--- src/rtl/nanosoc_busmatrix_pkg.sv ---
// rtl/nanosoc_busmatrix_pkg.sv - shared AHB encodings and helpers for the nanosoc bus matrix
package nanosoc_busmatrix_pkg;

  typedef enum logic [1:0] {
    TRN_IDLE   = 2'b00,
    TRN_BUSY   = 2'b01,
    TRN_NONSEQ = 2'b10,
    TRN_SEQ    = 2'b11
  } htrans_t;

  typedef enum logic [2:0] {
    BUR_SINGLE = 3'b000,
    BUR_INCR   = 3'b001,
    BUR_WRAP4  = 3'b010,
    BUR_INCR4  = 3'b011,
    BUR_WRAP8  = 3'b100,
    BUR_INCR8  = 3'b101,
    BUR_WRAP16 = 3'b110,
    BUR_INCR16 = 3'b111
  } hburst_t;

  localparam logic ARB_FIXED = 1'b0;
  localparam logic ARB_RR    = 1'b1;

  // Beats remaining after the NONSEQ beat; undefined-length bursts never hold.
  function automatic logic [3:0] burst_beats(input logic [2:0] hburst);
    case (hburst)
      BUR_INCR16, BUR_WRAP16: return 4'd15;
      BUR_INCR8,  BUR_WRAP8:  return 4'd7;
      BUR_INCR4,  BUR_WRAP4:  return 4'd3;
      BUR_SINGLE, BUR_INCR:   return 4'd0;
      default:                return 4'bxxxx;
    endcase
  endfunction

endpackage

--- src/rtl/nanosoc_arb_rr_pick.sv ---
// rtl/nanosoc_arb_rr_pick.sv - rotate-and-priority-encode picker starting from a given port
module nanosoc_arb_rr_pick #(
  parameter int NUM_PORTS = 4,
  parameter int PORT_W    = $clog2(NUM_PORTS)
) (
  input  logic [NUM_PORTS-1:0] req,
  input  logic [PORT_W-1:0]    start,
  output logic                 valid,
  output logic [PORT_W-1:0]    idx
);

  localparam int PW1 = PORT_W + 1;
  localparam logic [PORT_W:0] NUM_P = PW1'(NUM_PORTS);

  logic [PORT_W:0] pos;

  // Scan from the far end so the port nearest to start makes the final, winning assignment.
  always_comb begin
    valid = 1'b0;
    idx   = '0;
    pos   = '0;
    for (int k = NUM_PORTS - 1; k >= 0; k--) begin
      pos = {1'b0, start} + PW1'(k);
      if (pos >= NUM_P) begin
        pos = pos - NUM_P;
      end
      if (req[pos[PORT_W-1:0]]) begin
        valid = 1'b1;
        idx   = pos[PORT_W-1:0];
      end
    end
  end

endmodule

--- src/rtl/nanosoc_arbiter_param.sv ---
// rtl/nanosoc_arbiter_param.sv - output-stage arbiter selecting which input port drives a shared slave
import nanosoc_busmatrix_pkg::*;

module nanosoc_arbiter_param #(
  parameter int NUM_PORTS      = 4,
  parameter int PORT_W         = $clog2(NUM_PORTS),
  parameter int EARLY_TERM_MAX = 2,
  parameter int INCR_MAX_BEATS = 16
) (
  input  logic                 HCLK,
  input  logic                 HRESETn,
  input  logic [NUM_PORTS-1:0] req_port,
  input  logic                 arb_mode,
  input  logic                 HREADYM,
  input  logic                 HSELM,
  input  logic [1:0]           HTRANSM,
  input  logic [2:0]           HBURSTM,
  input  logic                 HMASTLOCKM,
  output logic [PORT_W-1:0]    addr_in_port,
  output logic                 no_port,
  output logic                 burst_hold
);

  localparam int INCR_W = (INCR_MAX_BEATS < 2) ? 1 : $clog2(INCR_MAX_BEATS + 1);
  localparam logic [INCR_W-1:0] INCR_CAP = INCR_W'(INCR_MAX_BEATS);
  localparam logic [INCR_W-1:0] INCR_ONE = INCR_W'(1);
  localparam bit                CAP_EN   = (INCR_MAX_BEATS != 0);
  localparam logic [1:0]        ET_MAX   = 2'(EARLY_TERM_MAX);
  localparam logic [PORT_W-1:0] LAST_PORT = PORT_W'(NUM_PORTS - 1);

  logic [3:0]           burst_cnt, cnt_nxt;
  logic                 hold_nxt;
  logic [1:0]           early_cnt, early_nxt;
  logic [INCR_W-1:0]    incr_cnt, incr_nxt;
  logic [PORT_W-1:0]    rr_ptr, ptr_nxt, rr_next;
  logic [PORT_W-1:0]    port_nxt;
  logic                 no_port_nxt;

  logic                 nonseq_sel;
  logic [NUM_PORTS-1:0] cur_onehot;
  logic                 other_req;
  logic                 cap_trip;
  logic                 continuing;
  logic                 mode_rr;
  logic [NUM_PORTS-1:0] pick_req;
  logic [PORT_W-1:0]    pick_start;
  logic                 pick_valid;
  logic [PORT_W-1:0]    pick_idx;

  assign nonseq_sel = HSELM && (HTRANSM == TRN_NONSEQ);
  assign mode_rr    = (arb_mode == ARB_RR);
  assign cur_onehot = NUM_PORTS'(1) << addr_in_port;
  assign other_req  = |(req_port & ~cur_onehot);
  assign rr_next    = (rr_ptr == LAST_PORT) ? '0 : rr_ptr + PORT_W'(1);

  always_comb begin
    cnt_nxt   = burst_cnt;
    hold_nxt  = burst_hold;
    incr_nxt  = incr_cnt;
    early_nxt = early_cnt;
    if (!HSELM) begin
      cnt_nxt  = '0;
      hold_nxt = 1'b0;
      incr_nxt = '0;
    end else begin
      case (HTRANSM)
        TRN_IDLE: begin
          cnt_nxt  = '0;
          hold_nxt = 1'b0;
          incr_nxt = '0;
        end
        TRN_BUSY: begin
        end
        TRN_NONSEQ: begin
          cnt_nxt  = burst_beats(HBURSTM);
          hold_nxt = (burst_beats(HBURSTM) != 4'd0);
          incr_nxt = (HBURSTM == BUR_INCR) ? INCR_ONE : '0;
        end
        TRN_SEQ: begin
          if (burst_cnt != 4'd0) cnt_nxt = burst_cnt - 4'd1;
          if (burst_cnt == 4'd1) hold_nxt = 1'b0;
          if (incr_cnt != '0 && incr_cnt < INCR_CAP) incr_nxt = incr_cnt + INCR_ONE;
        end
        default: begin
          cnt_nxt  = 'x;
          hold_nxt = 1'bx;
          incr_nxt = 'x;
        end
      endcase
    end
    // Too many back-to-back early terminations: stop honouring the new burst's hold.
    if (nonseq_sel && early_cnt == ET_MAX) begin
      cnt_nxt  = '0;
      hold_nxt = 1'b0;
    end
    if (!hold_nxt) begin
      early_nxt = '0;
    end else if (nonseq_sel && burst_hold && early_cnt < ET_MAX) begin
      early_nxt = early_cnt + 2'd1;
    end
  end

  assign cap_trip   = CAP_EN && (incr_nxt >= INCR_CAP) && other_req && !HMASTLOCKM;
  assign continuing = HSELM && (HTRANSM != TRN_IDLE) && !cap_trip;

  // Fixed mode folds the continuing owner into the request vector and scans from port 0.
  assign pick_req   = mode_rr ? req_port : (req_port | (continuing ? cur_onehot : '0));
  assign pick_start = (arb_mode == ARB_FIXED) ? '0 : rr_next;

  nanosoc_arb_rr_pick #(
    .NUM_PORTS (NUM_PORTS),
    .PORT_W    (PORT_W)
  ) u_pick (
    .req   (pick_req),
    .start (pick_start),
    .valid (pick_valid),
    .idx   (pick_idx)
  );

  always_comb begin
    port_nxt    = addr_in_port;
    no_port_nxt = no_port;
    ptr_nxt     = rr_ptr;
    if (HMASTLOCKM || hold_nxt) begin
      no_port_nxt = 1'b0;
    end else if (mode_rr && continuing) begin
      no_port_nxt = 1'b0;
    end else if (pick_valid) begin
      port_nxt    = pick_idx;
      no_port_nxt = 1'b0;
      if (req_port[pick_idx] && (pick_idx != addr_in_port || no_port)) begin
        ptr_nxt = pick_idx;
      end
    end else if (HSELM) begin
      no_port_nxt = 1'b0;
    end else begin
      no_port_nxt = 1'b1;
    end
  end

  always_ff @(posedge HCLK or negedge HRESETn) begin
    if (!HRESETn) begin
      addr_in_port <= '0;
      no_port      <= 1'b1;
      burst_hold   <= 1'b0;
      burst_cnt    <= '0;
      early_cnt    <= '0;
      incr_cnt     <= '0;
      rr_ptr       <= LAST_PORT;
    end else if (HREADYM) begin
      addr_in_port <= port_nxt;
      no_port      <= no_port_nxt;
      burst_hold   <= hold_nxt;
      burst_cnt    <= cnt_nxt;
      early_cnt    <= early_nxt;
      incr_cnt     <= incr_nxt;
      rr_ptr       <= ptr_nxt;
    end
  end

endmodule

--- config.mk ---
export PLATFORM = sky130hd
export DESIGN_NAME = nanosoc_arbiter_param
export DESIGN_NICKNAME = d
export VERILOG_FILES = /design/src/rtl/nanosoc_busmatrix_pkg.sv /design/src/rtl/nanosoc_arb_rr_pick.sv /design/src/rtl/nanosoc_arbiter_param.sv
export SDC_FILE = /design/constraint.sdc
export NUM_CORES = 1
export LEC_CHECK = 0
export BUFFER_PORTS_ARGS = -buffer_cell sky130_fd_sc_hd__clkbuf_2
export CAP_MARGIN = 10
export CORE_MARGIN = 2
export CORE_UTILIZATION = 50
export DETAILED_ROUTE_END_ITERATION = 8
export PLACE_DENSITY = 0.73
export SYNTH_ARGS = -nofsm -noshare
export SYNTH_HDL_FRONTEND = slang
export SYNTH_HIERARCHICAL = 1
export SYNTH_SLANG_ARGS = --single-unit
--- constraint.sdc ---
create_clock -name HCLK -period 4.2 [get_ports HCLK]
set_input_delay 0.21 -clock HCLK [delete_from_list [all_inputs] [get_ports HCLK]]
set_output_delay 0.21 -clock HCLK [all_outputs]
set_load 0.05 [all_outputs]
Word level (Yosys, flattened, before mapping) --
Memories as Yosys holds them, arrays and structs flattened. Index checks and enable logic that the tools add are counted.
Word-level totals: register bits after elaboration 17, bits in read-only memories 64, bits of input ports 15, output and inout bits 4, word-level logic and storage cells 119, memories 2
Memory list:
- (no name shown) | words 8, width 4, rd ports 1, clocked after Yosys merged registers in 0, wr ports 0, line nanosoc_busmatrix_pkg.sv:27 | case (hburst)
- (no name shown) | words 8, width 4, rd ports 1, clocked after Yosys merged registers in 0, wr ports 0, line nanosoc_busmatrix_pkg.sv:27
Cells by class: $add $sub $neg 11, $lt $le $gt $ge 12, equal/unequal tests 10, shift-type cells 1, mux-type cells 46, bitwise operators 5, reduce and logical (&&, ||, !) cells 25
Operators with widths (number):
- 4-bit two-way mux | 7
- 2-bit two-way mux | 12
- 1-bit two-way mux | 17
- 2-bit by 3-bit < comparator with 1-bit output, second input constant | 5
- 5-bit one-hot mux with 3 select lines | 1
- 4-bit one-hot mux with 3 select lines | 1
- 1-bit logical AND | 11
- 1-bit binary-select mux with 2-bit select | 5
- 5-bit two-way mux | 2
- 3-bit greater-or-equal comparator, second input constant | 3
- 2-bit == test, second input constant | 4
- 4-bit nonzero test | 2
- 2-bit by 1-bit subtractor with 2-bit output, second input constant | 4
- 2-bit by 2-bit adder with 3-bit output, second input constant | 2
- 5-bit by 1-bit adder with 5-bit output, second input constant | 1
- 5-bit greater-or-equal comparator, second input constant | 1
- 5-bit < comparator, second input constant | 1
- 5-bit by 1-bit != test with 1-bit output, second input constant | 1
- 5-bit AND reduction | 1
- 5-bit nonzero test | 1
- 2-bit by 1-bit adder with 2-bit output, second input constant | 2
- 4-bit bitwise AND | 1
- 4-bit by 1-bit == test with 1-bit output, second input constant | 1
- 4-bit != test, second input constant | 1
- 20 further kinds | 23

Logic depth before layout (Yosys ltp) --
word-level depth 23, mapped depth 13, depth with buffers taken out 13

Hierarchy --
The synthesis kept the hierarchy.
By module, submodules not included:
- nanosoc_arbiter_param | times used 1, cells each 138, area an instance 1251.2 sq um, seq. area each 429.2 sq um
- nanosoc_arb_rr_pick | times used 1, cells each 13, area an instance 77.6 sq um, seq. area each 0.0 sq um

Least setup slack after synthesis --
OpenSTA, ideal clock, no wires.
path type flip-flop to flip-flop, start reg addr_in_port[0], end reg rr_ptr[0], setup time 82 ps, data arrival time 3653 ps, data required time 4118 ps, path slack 465 ps, cell stages (with the launch flop) 13, buffers on the path 1, period minus slack after synthesis 3735 ps, cell sequence dfrtp_1 -> buf_6 -> mux2i_1 -> a32oi_1 -> o221a_4 -> or4b_4 -> o21bai_2 -> mux2i_1 -> a211oi_2 -> mux4_2 -> o31a_1 -> o2111ai_1 -> mux2_2
On the way: word-level cells in the longest chain between the ends 21, elaborated cells between the ends (all ways) 35, those cells by class eq/ne: 1; shift: 1; mux: 20; bitwise: 4; reduce/logical: 9
Ends and longest elaborated chain:
- from (decl) | line nanosoc_arbiter_param.sv:19 | output logic [PORT_W-1:0] addr_in_port,
- from (signal assigned) | line nanosoc_arbiter_param.sv:151 | addr_in_port <= port_nxt;
- 1-bit by 2-bit << shifter with 4-bit output * | line nanosoc_arbiter_param.sv:52 | assign cur_onehot = NUM_PORTS'(1) << addr_in_port;
- 4-bit inverter | line nanosoc_arbiter_param.sv:53 | assign other_req = |(req_port & ~cur_onehot);
- 4-bit bitwise AND | line nanosoc_arbiter_param.sv:53
- 4-bit OR reduction | line nanosoc_arbiter_param.sv:53
- 1-bit logical AND (2 in a row) | line nanosoc_arbiter_param.sv:103 | assign cap_trip = CAP_EN && (incr_nxt >= INCR_CAP) && other_req && !HMASTLOCKM;
- 1-bit logical NOT | line nanosoc_arbiter_param.sv:104 | assign continuing = HSELM && (HTRANSM != TRN_IDLE) && !cap_trip;
- 1-bit logical AND | line nanosoc_arbiter_param.sv:104
- 4-bit two-way mux * | line nanosoc_arbiter_param.sv:107 | assign pick_req = mode_rr ? req_port : (req_port | (continuing ? cur_onehot : '0));
- (+2 left out)
- net pick_req[3] | line nanosoc_arbiter_param.sv:45 | logic [NUM_PORTS-1:0] pick_req;
- (+1 left out)
- 1-bit two-way mux (not written as such) | line nanosoc_arb_rr_pick.sv:27 | if (req[pos[PORT_W-1:0]]) begin
- 2-bit two-way mux (3 in a row) | line nanosoc_arb_rr_pick.sv:27
- 2-bit two-way mux * | line nanosoc_arb_rr_pick.sv:27
- net pick_idx[0] | line nanosoc_arbiter_param.sv:48 | logic [PORT_W-1:0] pick_idx;
- 1-bit binary-select mux with 2-bit select / 2-bit != test (equally long branches) | line nanosoc_arbiter_param.sv:131 | if (req_port[pick_idx] && (pick_idx != addr_in_port || no_port)) begin
- 1-bit two-way mux (not written as such) / 1-bit logical OR (equally long branches) | line nanosoc_arbiter_param.sv:131
- 1-bit logical AND | line nanosoc_arbiter_param.sv:131
- 5-bit AND reduction (no source line)
- to (signal assigned) | line nanosoc_arbiter_param.sv:157 | rr_ptr <= ptr_nxt;
- to (decl) | line nanosoc_arbiter_param.sv:35 | logic [PORT_W-1:0] rr_ptr, ptr_nxt, rr_next;
Mark *: on every way through the listed nets, which the timed path passes. The rest lies on a longest branch. The select of a mux whose other input is x is not followed. A chain may end at the register's enable or synchronous reset.

Final worst setup path --
start reg addr_in_port[0], end reg rr_ptr[1]
On the way: word-level cells in the longest chain between the ends 21, elaborated cells between the ends (all ways) 35, those cells by class eq/ne: 1; shift: 1; mux: 20; bitwise: 4; reduce/logical: 9
Ends and longest elaborated chain (line):
- 1-bit by 2-bit << shifter with 4-bit output * | nanosoc_arbiter_param.sv:52
- 4-bit inverter | nanosoc_arbiter_param.sv:53
- 4-bit bitwise AND | nanosoc_arbiter_param.sv:53
- 4-bit OR reduction | nanosoc_arbiter_param.sv:53
- 1-bit logical AND (2 in a row) | nanosoc_arbiter_param.sv:103
- 1-bit logical NOT | nanosoc_arbiter_param.sv:104
- 1-bit logical AND | nanosoc_arbiter_param.sv:104
- 4-bit two-way mux * | nanosoc_arbiter_param.sv:107
- (+2 left out)
- net pick_req[3] | nanosoc_arbiter_param.sv:45
- (+1 left out)
- 1-bit two-way mux (not written as such) | nanosoc_arb_rr_pick.sv:27
- 2-bit two-way mux (3 in a row) | nanosoc_arb_rr_pick.sv:27
- 2-bit two-way mux * | nanosoc_arb_rr_pick.sv:27
- net pick_idx[0] | nanosoc_arbiter_param.sv:48
- 1-bit binary-select mux with 2-bit select / 2-bit != test (equally long branches) | nanosoc_arbiter_param.sv:131
- 1-bit two-way mux (not written as such) / 1-bit logical OR (equally long branches) | nanosoc_arbiter_param.sv:131
- 1-bit logical AND * | nanosoc_arbiter_param.sv:131
- 5-bit AND reduction (no source line) *
Marked as above.

==> results.cfg <==
[global_route]
grt-ovfl-total = 0
antenna_found_initial = 0
track_usage = 0.194
grt_pass1_vias = 1085
grt_pass1_wl_um = 4890
grt_start_max_net_pins = 18

[cts]
cts_buffers = 3
clkTransAtPathRegs_ns = 0.10
htreeDepth = 1
cts_tree = done
root_buffer = clkbuf_4
clkLatencyLatePin_ns = 0.29
clock_sinks = 17
clockBufferDepth = 2

[synthesis]
synth_cells = 151
ys_warn_count = 6
syn_area_per_cell_um2 = 8.80
synth-seq-cells = 17
synth_top_area_share = 0.264
synthTopCellsByArea = dfrtp_1, dfstp_2, o21ai_0
yosysTopAreaCell = dfrtp_1
seq_area_frac_synth = 0.323
yosys.cell_types.count = 48
synth_ff_type = dfrtp_1
syn_nets = 171
synth_edf_count = 0
netlist_area_mm2 = 0.00133
async_flop_share = 1.00

[timing]
clock_skew_ns = 0.00762
slew_viol_final = 0
worst_slew_pin_slew_ns = 0.590
post-route-min-period_ns = 3.67
tns_ns = 0
fmaxAchievable_ghz = 0.272
relSlewSlack = 0.606
fin_crit_sh = 0.874
rsz0062_at_grt = no
final-hold-violation-count = 0
setup_violations = 0

[floorplan]
core_area_mm2 = 0.00250
initial_core_util = 0.532
die_w_um = 55.6
num_rows = 18
boundaryPins = 19
fp.dieH_um = 55.6
die-area_mm2 = 0.00309

[critical_path]
crit_required_ns = 4.42
worstPathArrival_ns = 3.89
start_kind = flop
cp-end-kind = flop
criticalPathCategory = reg2reg
cp_max_fo = 8

[drt]
drtAntennaViolNets = 0
wire_per_inst_um = 14.5
drt_iter0_drc = 39
dr.pass1.iters = 4
vias = 1228
viasPerCell = 6.17
drt_wl_total_um = 2890
drc = 0

[place]
dpl.hpwl_um = 2260
place_congestion = 0.982
portBuffers = 18

[cells_and_area]
area_delta_synth_final_pct = 8.95
num_antenna_cells = 0
final_layout_size_suffix_gt1_frac = 0.213
fin_nets = 190

[hold_path]
holdCritPathClass = in2reg

[job]
max-cap-violations = 0

[power]
leakage_nw = 0.652
p_total_mw = 0.553
peakVddDrop_uv = 275
power.density_mw_per_mm2 = 382

[status]
status = finished clean
-- power breakdown --
group	internal, mW	switching [mW]	leakage [nW]	total [mW]
registers	0.194	0.0346	0.220	0.229
logic	0.0978	0.139	0.418	0.237
clock network	0.0369	0.0511	0.0150	0.0880
total	0.329	0.225	0.652	0.553
-- final cells by class --
class,instances,area [um2]
fillers,242,1050
well taps,30,37.5
flip-flops and latches,17,429
clock buffers,4,26.3
inverters,12,45.0
repair buffers,19,100
multi-input cells,117,810
-- cell usage in the layout (no fill, tap or decap), types with 3 or more instances in the layout --
cell	count
inv_1	12
a22o_1	5
dfrtp_1	14
nand2b_1	4
dfstp_2	3
nand3_1	3
nor3_1	6
a31oi_1	3
o211ai_1	3
nand2_1	17
clkbuf_2	18
a21o_1	3
xor2_1	3
nor3b_1	3
clkbuf_4	3
ha_1	5
mux2_2	5
o21ai_0	13
nor2_1	12
-- cell families after synthesis --
| logic type | after synthesis | share of synthesized area |
|---|---|---|
| DFF | 17 | 0.323 |
| xor gates and xnor gates | 4 | 0.0264 |
| and+or+nand+nor | 55 | 0.210 |
| muxes | 8 | 0.0744 |
| AOI/OAI and AO/OA | 45 | 0.251 |
| adders and majority gates | 5 | 0.0471 |
| buffers and inverters | 17 | 0.0678 |
-- state kept, by name (all words and copies together), names as in the netlist --
register / count
addr_in_port: 2
burst_cnt: 4
incr_cnt: 5
rr_ptr: 2
no_port: 1
burst_hold: 1
early_cnt: 2
-- timing repair --
action / in CTS / in global routing
resized for setup: 0 / 0
setup buffers: 0 / 0
hold endpoints to repair: 14 / 0
setup endpoints to repair: 0 / 0
hold buffers: 1 / 0
-- layer usage --
layer / global-route usage / share of wire / up-vias
met5: 0 / 0 / -
met4: 0.0801 / 0.015 / 0
met3: 0.0328 / 0.046 / 4
met2: 0.332 / 0.48 / 43
met1: 0.241 / 0.46 / 593
li1: - / - / 588
-- worst max-delay path, cell delays in order, from the launching register on --
cell and delay [ns]:
dfrtp_1 0.53, mux2i_1 0.22, a32oi_1 0.14, o221a_4 0.31, or4b_4 0.54, o21bai_2 0.19, mux2i_1 0.11, a211oi_2 0.39
mux4_2 0.55, o31a_1 0.12, o2111ai_1 0.15, mux2_2 0.37
-- through the flow --
stage,area (um2),setup slack (ns),cells,hold WS (ns),utilization
final,1450,0.528,199,0.179,0.579
after global routing,1450,0.344,199,0.182,0.579
after CTS,1450,0.543,199,0.172,0.579
after detailed placement,1410,0.555,194,0.174,0.565
after global placement,1410,0.701,194,0.166,0.565
after floorplan,1330,0.465,151,-0.0856,-
-- final timing paths --
| check | end | slack (ns) | from | depth (start not counted) |
|---|---|---|---|---|
| setup reg to reg | rr_ptr[1]$_DFFE_PN1P_ | 0.53 | addr_in_port[0]$_DFFE_PN0P_ | 11 |
| setup / recovery | rr_ptr[1]$_DFFE_PN1P_ | 0.53 | addr_in_port[0]$_DFFE_PN0P_ | 11 |
| min in group asynchronous | burst_cnt[2]$_DFFE_PN0P_ | 0.38 | HRESETn | 2 |
| hold reg to reg | early_cnt[0]$_DFFE_PN0P_ | 0.51 | early_cnt[0]$_DFFE_PN0P_ | 1 |
| hold / removal | incr_cnt[0]$_DFFE_PN0P_ | 0.18 | HBURSTM[0] | 3 |
| max in group asynchronous | rr_ptr[0]$_DFFE_PN1P_ | 3.48 | HRESETn | 2 |
-- cell usage after synthesis, types with 2 or more instances --
master     n
mux2_2     5
inv_1     12
nor2b_1    2
o211ai_1   3
o21bai_2   2
mux2i_1    2
nand2_1   17
a21o_1     3
ha_1       5
nor2_1    12
nand3_1    3
dfrtp_1   14
xor2_1     3
nor3b_1    3
nor3_1     6
buf_6      3
dfstp_2    3
a22o_1     5
a21oi_1    2
nand2b_1   4
o21ai_0   13
a31oi_1    3
(Power assumes the default switching activity.)
